<file path="config.mk">
export PLATFORM = sky130hd
export DESIGN_NAME = bulls_cows_engine
export DESIGN_NICKNAME = d
export VERILOG_FILES = /design/src/rtl/bulls_cows_engine.sv
export SDC_FILE = /design/constraint.sdc
export NUM_CORES = 1
export LEC_CHECK = 0
export BUFFER_PORTS_ARGS = -buffer_cell sky130_fd_sc_hd__buf_2
export CORE_ASPECT_RATIO = 1.5
export CORE_UTILIZATION = 46
export CTS_CLUSTER_SIZE = 12
export DETAILED_ROUTE_END_ITERATION = 7
export PLACE_DENSITY = 0.68
export SYNTH_ARGS = -nofsm -noshare
export SYNTH_HDL_FRONTEND = slang
export SYNTH_SLANG_ARGS = --single-unit
</file>
<file path="constraint.sdc">
create_clock -name clock -period 9.2 [get_ports clock]
set_input_delay 1.38 -clock clock [delete_from_list [all_inputs] [get_ports clock]]
set_output_delay 1.38 -clock clock [all_outputs]
set_load 0.01 [all_outputs]
</file>
<file path="src/rtl/bulls_cows_engine.sv">
// Two-player Bulls & Cows game engine: secret entry, alternating guesses,
// equal-turns rule, round limit and saturating per-player win tally.
module bulls_cows_engine #(
    parameter int N_DIGITS   = 4,
    parameter int DIGIT_W    = 4,
    parameter int BASE       = 10,
    parameter int MAX_ROUNDS = 10,
    parameter int SCORE_W    = 4
) (
    input  logic                          clock,
    input  logic                          reset,
    input  logic [N_DIGITS*DIGIT_W-1:0]   guess,
    input  logic                          confirm,
    output logic [2:0]                    state,
    output logic [$clog2(N_DIGITS+1)-1:0] bulls,
    output logic [$clog2(N_DIGITS+1)-1:0] cows,
    output logic                          result_valid,
    output logic                          reject,
    output logic [7:0]                    round,
    output logic [1:0]                    winner,
    output logic [SCORE_W-1:0]            score_j1,
    output logic [SCORE_W-1:0]            score_j2
);

    localparam int CW = $clog2(N_DIGITS + 1);
    localparam int GW = N_DIGITS * DIGIT_W;
    localparam logic [DIGIT_W:0] BASE_L = (DIGIT_W + 1)'(BASE);
    localparam logic [7:0] MAX_R = 8'(MAX_ROUNDS);

    typedef enum logic [2:0] {
        SECRET_J1 = 3'd0,
        SECRET_J2 = 3'd1,
        GUESS_J1  = 3'd2,
        GUESS_J2  = 3'd3,
        GAME_OVER = 3'd4
    } state_t;

    state_t state_q, state_d;
    logic   conf_q1, conf_q2;
    logic [GW-1:0] guess_q;
    logic [GW-1:0] secret_j1_q, secret_j1_d, secret_j2_q, secret_j2_d;
    logic [7:0]    round_q, round_d;
    logic [1:0]    winner_q, winner_d;
    logic          j1_hit_q, j1_hit_d;
    logic [CW-1:0] bulls_q, bulls_d, cows_q, cows_d;
    logic          result_valid_q, result_valid_d;
    logic          reject_q, reject_d;
    logic [SCORE_W-1:0] score_j1_q, score_j1_d, score_j2_q, score_j2_d;

    logic          tick;
    logic          legal_c;
    logic [GW-1:0] opp_secret;
    logic [CW-1:0] bulls_c, cows_c;
    logic          hit_c;

    assign tick = conf_q1 & ~conf_q2;

    always_comb begin
        legal_c = 1'b1;
        for (int unsigned i = 0; i < N_DIGITS; i++) begin
            if ({1'b0, guess_q[i*DIGIT_W +: DIGIT_W]} >= BASE_L)
                legal_c = 1'b0;
            for (int unsigned j = i + 1; j < N_DIGITS; j++) begin
                if (guess_q[i*DIGIT_W +: DIGIT_W] == guess_q[j*DIGIT_W +: DIGIT_W])
                    legal_c = 1'b0;
            end
        end
    end

    // J1 guesses against J2's secret and vice versa.
    always_comb begin
        opp_secret = (state_q == GUESS_J1) ? secret_j2_q : secret_j1_q;
        bulls_c = '0;
        cows_c  = '0;
        for (int unsigned i = 0; i < N_DIGITS; i++) begin
            for (int unsigned j = 0; j < N_DIGITS; j++) begin
                if (guess_q[i*DIGIT_W +: DIGIT_W] == opp_secret[j*DIGIT_W +: DIGIT_W]) begin
                    if (i == j) bulls_c = bulls_c + CW'(1);
                    else        cows_c  = cows_c + CW'(1);
                end
            end
        end
        hit_c = (bulls_c == CW'(N_DIGITS));
    end

    always_comb begin
        state_d        = state_q;
        secret_j1_d    = secret_j1_q;
        secret_j2_d    = secret_j2_q;
        round_d        = round_q;
        winner_d       = winner_q;
        j1_hit_d       = j1_hit_q;
        bulls_d        = bulls_q;
        cows_d         = cows_q;
        result_valid_d = 1'b0;
        reject_d       = 1'b0;
        score_j1_d     = score_j1_q;
        score_j2_d     = score_j2_q;

        if (tick) begin
            unique case (state_q)
                SECRET_J1: begin
                    if (legal_c) begin
                        secret_j1_d = guess_q;
                        state_d     = SECRET_J2;
                    end else begin
                        reject_d = 1'b1;
                    end
                end
                SECRET_J2: begin
                    if (legal_c) begin
                        secret_j2_d = guess_q;
                        round_d     = 8'd1;
                        j1_hit_d    = 1'b0;
                        state_d     = GUESS_J1;
                    end else begin
                        reject_d = 1'b1;
                    end
                end
                // j1_hit doubles as the final-turn flag: J2 always gets a reply.
                GUESS_J1: begin
                    if (legal_c) begin
                        bulls_d        = bulls_c;
                        cows_d         = cows_c;
                        result_valid_d = 1'b1;
                        if (hit_c) j1_hit_d = 1'b1;
                        state_d = GUESS_J2;
                    end else begin
                        reject_d = 1'b1;
                    end
                end
                GUESS_J2: begin
                    if (legal_c) begin
                        bulls_d        = bulls_c;
                        cows_d         = cows_c;
                        result_valid_d = 1'b1;
                        if (hit_c || j1_hit_q) begin
                            state_d = GAME_OVER;
                            if (hit_c && j1_hit_q) begin
                                winner_d = 2'd3;
                            end else if (hit_c) begin
                                winner_d = 2'd2;
                                if (score_j2_q != '1) score_j2_d = score_j2_q + SCORE_W'(1);
                            end else begin
                                winner_d = 2'd1;
                                if (score_j1_q != '1) score_j1_d = score_j1_q + SCORE_W'(1);
                            end
                        end else if (round_q == MAX_R) begin
                            winner_d = 2'd3;
                            state_d  = GAME_OVER;
                        end else begin
                            round_d = round_q + 8'd1;
                            state_d = GUESS_J1;
                        end
                    end else begin
                        reject_d = 1'b1;
                    end
                end
                GAME_OVER: begin
                    round_d  = '0;
                    winner_d = '0;
                    j1_hit_d = 1'b0;
                    bulls_d  = '0;
                    cows_d   = '0;
                    state_d  = SECRET_J1;
                end
                default: state_d = SECRET_J1;
            endcase
        end
    end

    always_ff @(posedge clock or posedge reset) begin
        if (reset) begin
            conf_q1        <= 1'b0;
            conf_q2        <= 1'b0;
            guess_q        <= '0;
            state_q        <= SECRET_J1;
            secret_j1_q    <= '0;
            secret_j2_q    <= '0;
            round_q        <= '0;
            winner_q       <= '0;
            j1_hit_q       <= 1'b0;
            bulls_q        <= '0;
            cows_q         <= '0;
            result_valid_q <= 1'b0;
            reject_q       <= 1'b0;
            score_j1_q     <= '0;
            score_j2_q     <= '0;
        end else begin
            conf_q1        <= confirm;
            conf_q2        <= conf_q1;
            guess_q        <= guess;
            state_q        <= state_d;
            secret_j1_q    <= secret_j1_d;
            secret_j2_q    <= secret_j2_d;
            round_q        <= round_d;
            winner_q       <= winner_d;
            j1_hit_q       <= j1_hit_d;
            bulls_q        <= bulls_d;
            cows_q         <= cows_d;
            result_valid_q <= result_valid_d;
            reject_q       <= reject_d;
            score_j1_q     <= score_j1_d;
            score_j2_q     <= score_j2_d;
        end
    end

    assign state        = state_q;
    assign bulls        = bulls_q;
    assign cows         = cows_q;
    assign result_valid = result_valid_q;
    assign reject       = reject_q;
    assign round        = round_q;
    assign winner       = winner_q;
    assign score_j1     = score_j1_q;
    assign score_j2     = score_j2_q;

endmodule
</file>
==> metrics.csv <==
metric;value;unit
Synth top area share;0.358;
Cell Pwr Density;277;nW/µm²
largest family of logic cells by synthesized area;XOR/XNOR gates;
R2R cell count;36;
area of the multi-input gates;3320;µm²
CTS tree;done;
clk root buf;clkbuf_16;
clk slew on worst S/H paths;60;ps
fin nets;622;
Total Wirelength;12.8;mm
H-tree lvl count;3;
XOR/XNOR Fraction of Synth Area;0.173;
top cells by area, synth;dfrtp_1 (36%), xnor2_1 (13%), mux2_2 (5.6%);
Top Ports;48;
Peak Freq;0.121;GHz
cell repeated most along the worst path;ha_1;
die area;12600;µm²
n_diodes;0;
CP Class;flip-flop to flip-flop;
Post-synth EDFFs;0;
DP HPWL;9.40;mm
Post-Synthesis Cell Area;5590;µm²
relative slew slack;0.251;
Final Hold Viols;0;
Worst path max stage delay;760;ps
global placer's final weighted congestion;0.876;
worst path required time;9400;ps
Die H;137;µm
hold slack;396;ps
CP Launch Point;state[1];
CTS Hold Buffers Added;0;
Final ANT Viol Nets;0;
Core ar.;11900;µm²
#FFs+latches synth;80;
sequential-to-total area share from yosys stat;0.358;
Worst Tran Pin Value;1110;ps
clock skew;7.39;ps
placed instance area;5890;µm²
start of the worst register-to-register path;state[1];
worst setup path endpoint;cows[2];
leakage;2.69;nW
Post-Syn Area per Cell;10.1;µm²
FF-to-FF End;cows[2];
WL/cell;17.3;µm
Post-synth top cells;xnor2_1 (84), dfrtp_1 (80), nand2_1 (36);
area share of and/or/nand/nor cells after synthesis;0.166;
Setup violations, final;0;
met3 Usage GRT;0.0278;
yosys warns;0;
predominant post-synthesis flop cell;dfrtp_1;
drt drc;0;
port bufs;47;
vias in the first global route;4395;
non-filler cells, final;742;
status;complete, no violations;
finished layout cell area;6180;µm²
clock sinks;80;
Most Used Layer, Global Route;met2;
startpoint class of the critical path;flip-flop;
antenna violations before repair;0;
FP Rows;49;
vias;4236;
count of cell types in the netlist;75;
met2 Track Usage GR;0.401;
vias per inst;5.71;
Net Count, Synth;593;
CP Data Arrival Time;8430;ps
period utilization;0.895;
Reg2Reg Setup Slack;970;ps
Async S/R FF share, synth;1.00;
critical path's slowest cell;nor3b_4;
# fillers;1074;
Area Growth Syn to Fin;10.4;%
clk buf depth;2;
gr usage total;0.218;
Seq. cell area;2000;µm²
# resized after CTS;0;
complex-gate fraction of the synthesized area;0.120;
most common cell in the synthesized netlist;xnor2_1;
Post-CTS Setup Inserts;0;
fin crit period;8230;ps
routing usage on met1;0.245;
Initial Util;0.470;
post-layout util;0.519;
number of buffers created by CTS;9;
die width;92.0;µm
clock latency on the worst-skew pair;340;ps
Placed Cells;727;
share of cells above drive strength 1;0.199;
RSZ-0062 raised after global routing;no;
largest net degree at the start of global routing;81;
Pre-Repair DR Iteration Count;4;
Synth area leader;dfrtp_1;
crit end category;flip-flop;
number of DRC markers in iteration 0;208;
Min-Delay Path Class;flip-flop to flip-flop;
Crit Path Max Fanout;15;
worst vdd ir;0.000137;V
max_cap viols;0;
Slew Limit Fails;0;
first-pass GRT wire length;21.5;mm
Syn Inst Count;556;
Overflow after GRT;0;
setup TNS;0;ps
multiplexer share of the synthesized area;0.0953;
Adder-Cell Fraction of Synth Area;0.0403;
## layer usage
metal	vias up	part of all wire
li1	2019	-
met1	2087	0.40
met2	102	0.54
met3	28	0.035
met4	0	0.033
met5	-	0
## worst max-delay path: cells and delay by family (launching register included)
| family | cells | cell delay, ps |
|---|---|---|
| xor gates and xnor gates | 6 | 1150 |
| muxes | 2 | 840 |
| and+or+nand+nor | 11 | 1980 |
| adders and majority gates | 10 | 2840 |
| DFF | 1 | 570 |
| buffers and inverters | 2 | 210 |
| AOI/OAI and AO/OA | 5 | 460 |
## placed cells by master, fill, tap and decap left out, drive strengths merged, types with 14 or more instances in the layout
cell type   n
xnor2      85
dfrtp      80
buf        51
nand2      36
o21ai      29
mux2       28
inv        27
nor2       25
xor2       20
ha         18
mux2i      18
nand3      17
nor4       14
## per-stage QoR
stage | setup WS, ps | power, mW
6_report | 969 | 1.71
5_1_grt | 395 | 1.84
4_1_cts | 967 | 1.72
3_5_place_dp | 1010 | 1.37
3_3_place_gp | 1380 | 1.32
2_1_floorplan | 1850 | 1.21
## cell type report
class | count | area share
Multi-Input combinational cell | 415 | 0.538
Sequential cell | 80 | 0.324
Timing Repair Buffer | 51 | 0.0429
Clock buffer | 12 | 0.0399
Tap cell | 153 | 0.0310
Inverter | 28 | 0.0172
Clock inverter | 3 | 0.00689
## power by group
| part | switching (mW) | leakage, nW | total (mW) | internal (mW) |
|---|---|---|---|---|
| registers | 0.0947 | 1.04 | 0.511 | 0.416 |
| logic | 0.448 | 1.51 | 0.850 | 0.401 |
| clock network | 0.135 | 0.139 | 0.351 | 0.216 |
## cells by family (layout without fill, tap and decap cells)
| kind of cell | Yosys count | in the layout |
|---|---|---|
| and+or+nand+nor | 158 | 158 |
| xor gates and xnor gates | 106 | 106 |
| AOI/OAI and AO/OA | 87 | 87 |
| DFF | 80 | 80 |
| buffers and inverters | 61 | 94 |
| muxes | 46 | 46 |
| adders and majority gates | 18 | 18 |
## sequential cells by signal, indices dropped and copies added, names as in the netlist, 2 cells and up
| name | cells |
|---|---|
| score_j2 | 4 |
| round | 8 |
| bulls | 3 |
| state | 3 |
| score_j1 | 4 |
| cows | 3 |
| secret_j1_q | 16 |
| winner | 2 |
| guess_q | 16 |
| secret_j2_q | 16 |
## how the worst min path moves through the flow
stage | from | endpoint | cells after the start
4_1_cts | conf_q1 | conf_q2 | 0
6_report | conf_q1 | conf_q2 | 0
5_1_grt | conf_q1 | conf_q2 | 0
2_1_floorplan | conf_q1 | conf_q2 | 0
3_5_place_dp | conf_q1 | conf_q2 | 0
3_3_place_gp | conf_q1 | conf_q2 | 0
Note: power is estimated with default switching activity, not from simulation.
